<file path="src/rtl/nibble_serial_subtractor_if.sv">
// rtl/nibble_serial_subtractor_if.sv - operand/result handshake bundle for nibble_serial_subtractor
//
// Purpose: groups the operand input channel (x, y, bin, in_valid/in_ready)
// and the result output channel (diff, bout, ovf, out_valid/out_ready).
// Optional macro: SUB_OVERFLOW_FLAG_EN adds the ovf signal.
// Modports:
//   master - producer of operands / consumer of results (e.g. testbench)
//   slave  - the subtractor itself
interface nibble_serial_subtractor_if #(
    parameter int WIDTH = 16
);
    logic [WIDTH-1:0] x;
    logic [WIDTH-1:0] y;
    logic             bin;
    logic             in_valid;
    logic             in_ready;
    logic [WIDTH-1:0] diff;
    logic             bout;
    logic             out_valid;
    logic             out_ready;
`ifdef SUB_OVERFLOW_FLAG_EN
    logic             ovf;

    modport master (
        output x, y, bin, in_valid, out_ready,
        input  in_ready, diff, bout, out_valid, ovf
    );
    modport slave (
        input  x, y, bin, in_valid, out_ready,
        output in_ready, diff, bout, out_valid, ovf
    );
`else
    modport master (
        output x, y, bin, in_valid, out_ready,
        input  in_ready, diff, bout, out_valid
    );
    modport slave (
        input  x, y, bin, in_valid, out_ready,
        output in_ready, diff, bout, out_valid
    );
`endif
endinterface

</file>
<file path="src/rtl/nibble_serial_subtractor.sv">
// rtl/nibble_serial_subtractor.sv - digit-serial subtractor, diff = x - y - bin
//
// Purpose: computes x - y - bin one DIGIT-bit slice per clock, LSB slice
// first, with the borrow registered between slices. One operation in flight.
// Optional macro: SUB_OVERFLOW_FLAG_EN enables the signed overflow flag ovf.
// Ports:
//   clk   - sole clock, rising edge
//   reset - synchronous, active-high
//   s     - nibble_serial_subtractor_if.slave: x, y, bin, in_valid, in_ready,
//           diff, bout, out_valid, out_ready (and ovf when enabled)
module nibble_serial_subtractor #(
    parameter int WIDTH = 16,
    parameter int DIGIT = 4
) (
    input  logic                        clk,
    input  logic                        reset,
    nibble_serial_subtractor_if.slave   s
);
    localparam int STEPS = WIDTH / DIGIT;
    localparam int CW    = (STEPS > 1) ? $clog2(STEPS) : 1;

    typedef enum logic [1:0] {
        S_IDLE = 2'd0,
        S_CALC = 2'd1,
        S_DONE = 2'd2
    } state_t;

    state_t           r_state;
    logic [CW-1:0]    r_count;
    logic             r_borrow;
    logic [WIDTH-1:0] r_x;
    logic [WIDTH-1:0] r_y;
    logic [WIDTH-1:0] r_diff;
    logic             r_bout;
    logic             r_in_ready;
    logic             r_out_valid;

    logic [31:0]      w_base;
    logic [DIGIT-1:0] w_xs;
    logic [DIGIT-1:0] w_ys;
    logic [DIGIT:0]   w_sub;
    logic             w_last;

    // Current slice and its DIGIT+1-bit difference; the top bit is the borrow.
    assign w_base = 32'(r_count) * 32'(DIGIT);
    assign w_xs   = r_x[w_base +: DIGIT];
    assign w_ys   = r_y[w_base +: DIGIT];
    assign w_sub  = {1'b0, w_xs} - {1'b0, w_ys} - {{DIGIT{1'b0}}, r_borrow};
    assign w_last = (r_count == CW'(STEPS - 1));

`ifdef SUB_OVERFLOW_FLAG_EN
    logic r_ovf;
    assign s.ovf = r_ovf;
`endif

    always_ff @(posedge clk) begin
        if (reset) begin
            r_state     <= S_IDLE;
            r_count     <= '0;
            r_borrow    <= 1'b0;
            r_x         <= '0;
            r_y         <= '0;
            r_diff      <= '0;
            r_bout      <= 1'b0;
            r_in_ready  <= 1'b1;
            r_out_valid <= 1'b0;
`ifdef SUB_OVERFLOW_FLAG_EN
            r_ovf       <= 1'b0;
`endif
        end else begin
            case (r_state)
                S_IDLE: begin
                    if (s.in_valid && r_in_ready) begin
                        r_x        <= s.x;
                        r_y        <= s.y;
                        r_borrow   <= s.bin;
                        r_count    <= '0;
                        r_diff     <= '0;
                        r_in_ready <= 1'b0;
                        r_state    <= S_CALC;
                    end
                end
                S_CALC: begin
                    r_diff[w_base +: DIGIT] <= w_sub[DIGIT-1:0];
                    r_borrow                <= w_sub[DIGIT];
                    r_count                 <= r_count + 1'b1;
                    if (w_last) begin
                        r_bout      <= w_sub[DIGIT];
                        r_out_valid <= 1'b1;
                        r_state     <= S_DONE;
`ifdef SUB_OVERFLOW_FLAG_EN
                        // The top slice being written now carries the final diff MSB.
                        r_ovf <= (r_x[WIDTH-1] != r_y[WIDTH-1]) &&
                                 (w_sub[DIGIT-1] != r_x[WIDTH-1]);
`endif
                    end
                end
                S_DONE: begin
                    if (r_out_valid && s.out_ready) begin
                        r_out_valid <= 1'b0;
                        r_in_ready  <= 1'b1;
                        r_state     <= S_IDLE;
                    end
                end
                default: begin
                    r_state     <= S_IDLE;
                    r_in_ready  <= 1'b1;
                    r_out_valid <= 1'b0;
                end
            endcase
        end
    end

    assign s.in_ready  = r_in_ready;
    assign s.out_valid = r_out_valid;
    assign s.diff      = r_diff;
    assign s.bout      = r_bout;
endmodule

</file>
<file path="src/flat_wrapper.sv">
// flat-port wrapper written by rule: the top's interface ports become plain ports
module nibble_serial_subtractor_flat 
#(
    parameter int WIDTH = 16,
    parameter int DIGIT = 4
)
  (clk, reset, s_x, s_y, s_bin, s_in_valid, s_out_ready, s_in_ready, s_diff, s_bout, s_out_valid);
  nibble_serial_subtractor_if #(.WIDTH(WIDTH)) s_i ();
  input  logic clk;
  input  logic reset;
  input wire logic [$bits(s_i.x)-1:0] s_x;
  input wire logic [$bits(s_i.y)-1:0] s_y;
  input wire logic [$bits(s_i.bin)-1:0] s_bin;
  input wire logic [$bits(s_i.in_valid)-1:0] s_in_valid;
  input wire logic [$bits(s_i.out_ready)-1:0] s_out_ready;
  output wire logic [$bits(s_i.in_ready)-1:0] s_in_ready;
  output wire logic [$bits(s_i.diff)-1:0] s_diff;
  output wire logic [$bits(s_i.bout)-1:0] s_bout;
  output wire logic [$bits(s_i.out_valid)-1:0] s_out_valid;
  assign s_i.x = s_x;
  assign s_i.y = s_y;
  assign s_i.bin = s_bin;
  assign s_i.in_valid = s_in_valid;
  assign s_i.out_ready = s_out_ready;
  assign s_in_ready = s_i.in_ready;
  assign s_diff = s_i.diff;
  assign s_bout = s_i.bout;
  assign s_out_valid = s_i.out_valid;
  nibble_serial_subtractor #(.WIDTH(WIDTH), .DIGIT(DIGIT)) u_core (.clk(clk), .reset(reset), .s(s_i));
endmodule
</file>
<file path="config.mk">
export PLATFORM = sky130hd
export DESIGN_NAME = nibble_serial_subtractor_flat
export DESIGN_NICKNAME = d
export VERILOG_FILES = /design/src/rtl/nibble_serial_subtractor_if.sv /design/src/rtl/nibble_serial_subtractor.sv /design/src/flat_wrapper.sv
export SDC_FILE = /design/constraint.sdc
export NUM_CORES = 1
export LEC_CHECK = 0
export CORE_ASPECT_RATIO = 0.6
export CORE_UTILIZATION = 50
export CTS_BUF_LIST = sky130_fd_sc_hd__clkbuf_16
export DETAILED_ROUTE_END_ITERATION = 12
export PLACE_DENSITY = 0.79
export RECOVER_POWER = 100
export SKIP_LAST_GASP = 1
export SYNTH_ARGS = -nofsm -noshare
export SYNTH_HDL_FRONTEND = slang
export SYNTH_SLANG_ARGS = --single-unit
</file>
<file path="constraint.sdc">
create_clock -name clk -period 3.3 [get_ports clk]
set_clock_uncertainty 0.05 [all_clocks]
set_input_delay 0.66 -clock clk [delete_from_list [all_inputs] [get_ports clk]]
set_output_delay 0.66 -clock clk [all_outputs]
set_load 0.03 [all_outputs]
</file>
==> metrics.txt <==
RSZ-0062 raised after global routing=false; Syn Nets=approximately 340; CTS HTree Levels=2; register area=around 0.0011 mm^2; TritonRoute pass-1 iters=4; clk slew on worst S/H paths=around 0.070 ns; slowest CP cell=dfxtp_1; Yosys cell types=34; PD cells=approximately 500 mW/mm^2; Longest Clk Path Bufs=2; crit-path most repeated cell=ha_1; actual slew at the worst max-slew pin=roughly 1.0 ns; largest family of logic cells by synthesized area=simple AND/OR/NAND/NOR gates; post-synthesis register bit count=56; grt ovf=0; Initial Util=0.531; die height=around 57 um; residual DRC count=0; WP data required=between 3 and 4 ns; largest net degree at the start of global routing=34; Post-Synth Adder-Cell Area=0.0564; routed len/inst=approximately 15 um; number of global-route vias before repair=about 2,100; minimum clock period=2.88 ns; ratio of final minimum period to clock period=0.873; run status=completed; CP peak stage delay=0.57 ns; CP Launch Type=flop; # nets final=383; placer congestion estimate=between 0.8 and 0.9; post-synth top area cell=dfxtp_1; CTS tree=done; Post-Synth Simple-Gate Area=0.192; Layout area overhead=29.6%; top cells by area, synth=dfxtp_1 (45%), nand2_1 (10%), a21oi_1 (9.1%), mux4_2 (7.3%), ha_1 (4.0%); Hold-fix buffers, CTS=0; worst-path fanout max=7; Pleak=roughly 1.2 nW; DP Area=about 0.0031 mm^2; gr usage total=0.241; die width=93.0 um; post-synthesis compound-gate area fraction=0.160; mux cell area share after synthesis=0.0770; CP cell instances=mux4_2 -> ha_1 -> inv_1 -> ha_1 -> or4bb_1 -> a21oi_1 -> a311oi_2 -> o21ai_0; Total Wirelength=approximately 5800 um; Filler Cell Count=between 300 and 400; layout cells sized above 1=0.0653; CTS sink cnt=56; hold crit path type=flop to flop; final setup fails=0; Post-Synthesis Cells=288; DRT antenna net count=0; first-pass GRT wire length=9800 um; total number of vias=around 2,200; initial antenna violation count=0; Crit path max-delay family=adder cells; XOR/XNOR Fraction of Synth Area=0.00705; Worst Path Buf+Inv=1; # diodes=0; share of Yosys cell area claimed by the top area cell type=0.451; VDD IR max=approximately 240 uV; Cell Area, Synth=between 0.002 and 0.0025 mm^2; Final Instance Area=0.00322 mm^2; Setup Fix Bufs, Post-CTS=0; Max Slew Vio Count=0; max_cap viols=0; Die Area=0.00526 mm^2; Setup CP Type=flop to flop; yosys synthesis warning count=0; PostCTS Resize Cnt=0; Max-slew headroom=0.307; worst endpoint data arrival time=slightly above 3 ns; initial DRC count=between 150 and 200; sequential-to-total area share from yosys stat=0.451; vias per cell=5.42; Clock Latency Late Sink=a little under 0.3 ns; Post-DP HPWL=4160 um; critical path capture point type=flop; Final Hold Fails=0; Achievable Freq=between 300 and 400 MHz; TNS Setup=0 ns; Mean Syn Cell Area=between 8 and 9 um^2; Num CTS Buffers=5; Rows=19; Core Footprint=around 0.0047 mm^2; Port Buffers=between 50 and 60; area occupied by multi-input gates=0.00122 mm^2; R2R setup slack=about 0.42 ns; Top-Level Pins=56; root buf cell=clkbuf_16
==> synthesized netlist by cell type <==
library cell	number
and4_1	1
xnor2_1	2
o21ai_1	2
ha_1	8
nand2_1	69
mux2_2	1
nor2b_1	1
buf_6	1
fa_1	2
or3_1	1
nor3_1	2
clkbuf_1	10
a22oi_1	13
nor4_1	2
buf_2	7
mux4_2	8
nand2b_1	2
nor2_1	21
a21oi_1	45
a311oi_1	1
a211oi_1	2
nand4_1	1
nand3b_1	4
and4bb_2	1
a311oi_2	1
dfxtp_1	56
o21bai_1	1
or4bb_1	1
o21ai_0	2
inv_1	15
nand3_1	2
and2b_1	1
and3_1	1
a21boi_0	1
==> cell usage in the layout, fill, tap and decap left out, types with 8 or more instances in the layout <==
cell type        netlist  final
inv_1                 15     15
dlygate4sd3_1          0     21
mux4_2                 8      8
nand2_1               69     69
a21oi_1               45     45
nor2_1                21     21
dfxtp_1               56     56
ha_1                   8      8
a22oi_1               13     13
clkdlybuf4s50_1        0     33
==> per-stage QoR <==
step	util	power, mW	cells	setup WS [ns]	hold WS (ns)
after floorplan	-	0.930	288	0.537	0.383
after global placement	0.652	1.02	392	0.567	0.390
after detailed placement	0.652	1.03	392	0.453	0.398
after CTS	0.688	1.62	400	0.415	0.408
after global routing	0.687	1.69	400	0.267	0.430
final	0.687	1.61	400	0.421	0.408
==> routing by layer <==
| layer | share of wire | up-vias | wire length [um] | track usage |
|---|---|---|---|---|
| met5 | 0 | - | 0 | 0 |
| met4 | 0.010 | 0 | 59 | 0.0681 |
| met3 | 0.069 | 9 | 404 | 0.0610 |
| met2 | 0.44 | 83 | 2570 | 0.356 |
| met1 | 0.48 | 999 | 2800 | 0.349 |
| li1 | - | 1078 | - | - |
==> sequential cells by signal, summed over array words and instances, names as in the netlist <==
name                cells
u_core.r_y             16
u_core.r_borrow         1
u_core.s.out_valid      1
u_core.s.bout           1
u_core.s.diff          16
u_core.r_count          2
u_core.s.in_ready       1
u_core.r_state          2
u_core.r_x             16
==> cells by family (layout without fill, tap and decap cells) <==
logic type,Yosys count,in the layout
buffers and inverters,33,82
XOR/XNOR,2,2
flip-flops,56,56
multiplexers,9,9
adder cells (fa/ha/maj),10,10
AND/OR/NAND/NOR,110,110
AO/OA/AOI/OAI,68,68
==> worst paths after layout <==
check | startpoint | end | cells after the start
setup / recovery | u_core.r_count[0]$_SDFFE_PP0P_ | u_core.s.diff[7]$_SDFFE_PP0P_ | 8
hold / removal | u_core.r_x[13]$_SDFFE_PP0P_ | u_core.r_x[13]$_SDFFE_PP0P_ | 2
setup reg to reg | u_core.r_count[0]$_SDFFE_PP0P_ | u_core.s.diff[7]$_SDFFE_PP0P_ | 8
hold reg to reg | u_core.r_x[13]$_SDFFE_PP0P_ | u_core.r_x[13]$_SDFFE_PP0P_ | 2
==> layout make-up <==
class	count	share of cell area
inverters	15	0.0175
repair buffers	59	0.178
flip-flops and latches	56	0.348
clock inverters	3	0.0132
well taps	63	0.0245
clock buffers	5	0.0389
multi-input cells	199	0.380
==> worst reg2reg max path: stages, from the launching register on <==
cell and delay [ns]:
dfxtp_1 0.57, mux4_2 0.57, ha_1 0.30, inv_1 0.04
ha_1 0.31, or4bb_1 0.48, a21oi_1 0.18, a311oi_2 0.10
o21ai_0 0.20
==> where the power goes <==
group	internal (mW)	total, mW	switching (mW)
sequential	0.709	0.734	0.0249
combinational	0.125	0.286	0.161
clock	0.357	0.592	0.236
(Power assumes the default switching activity.)
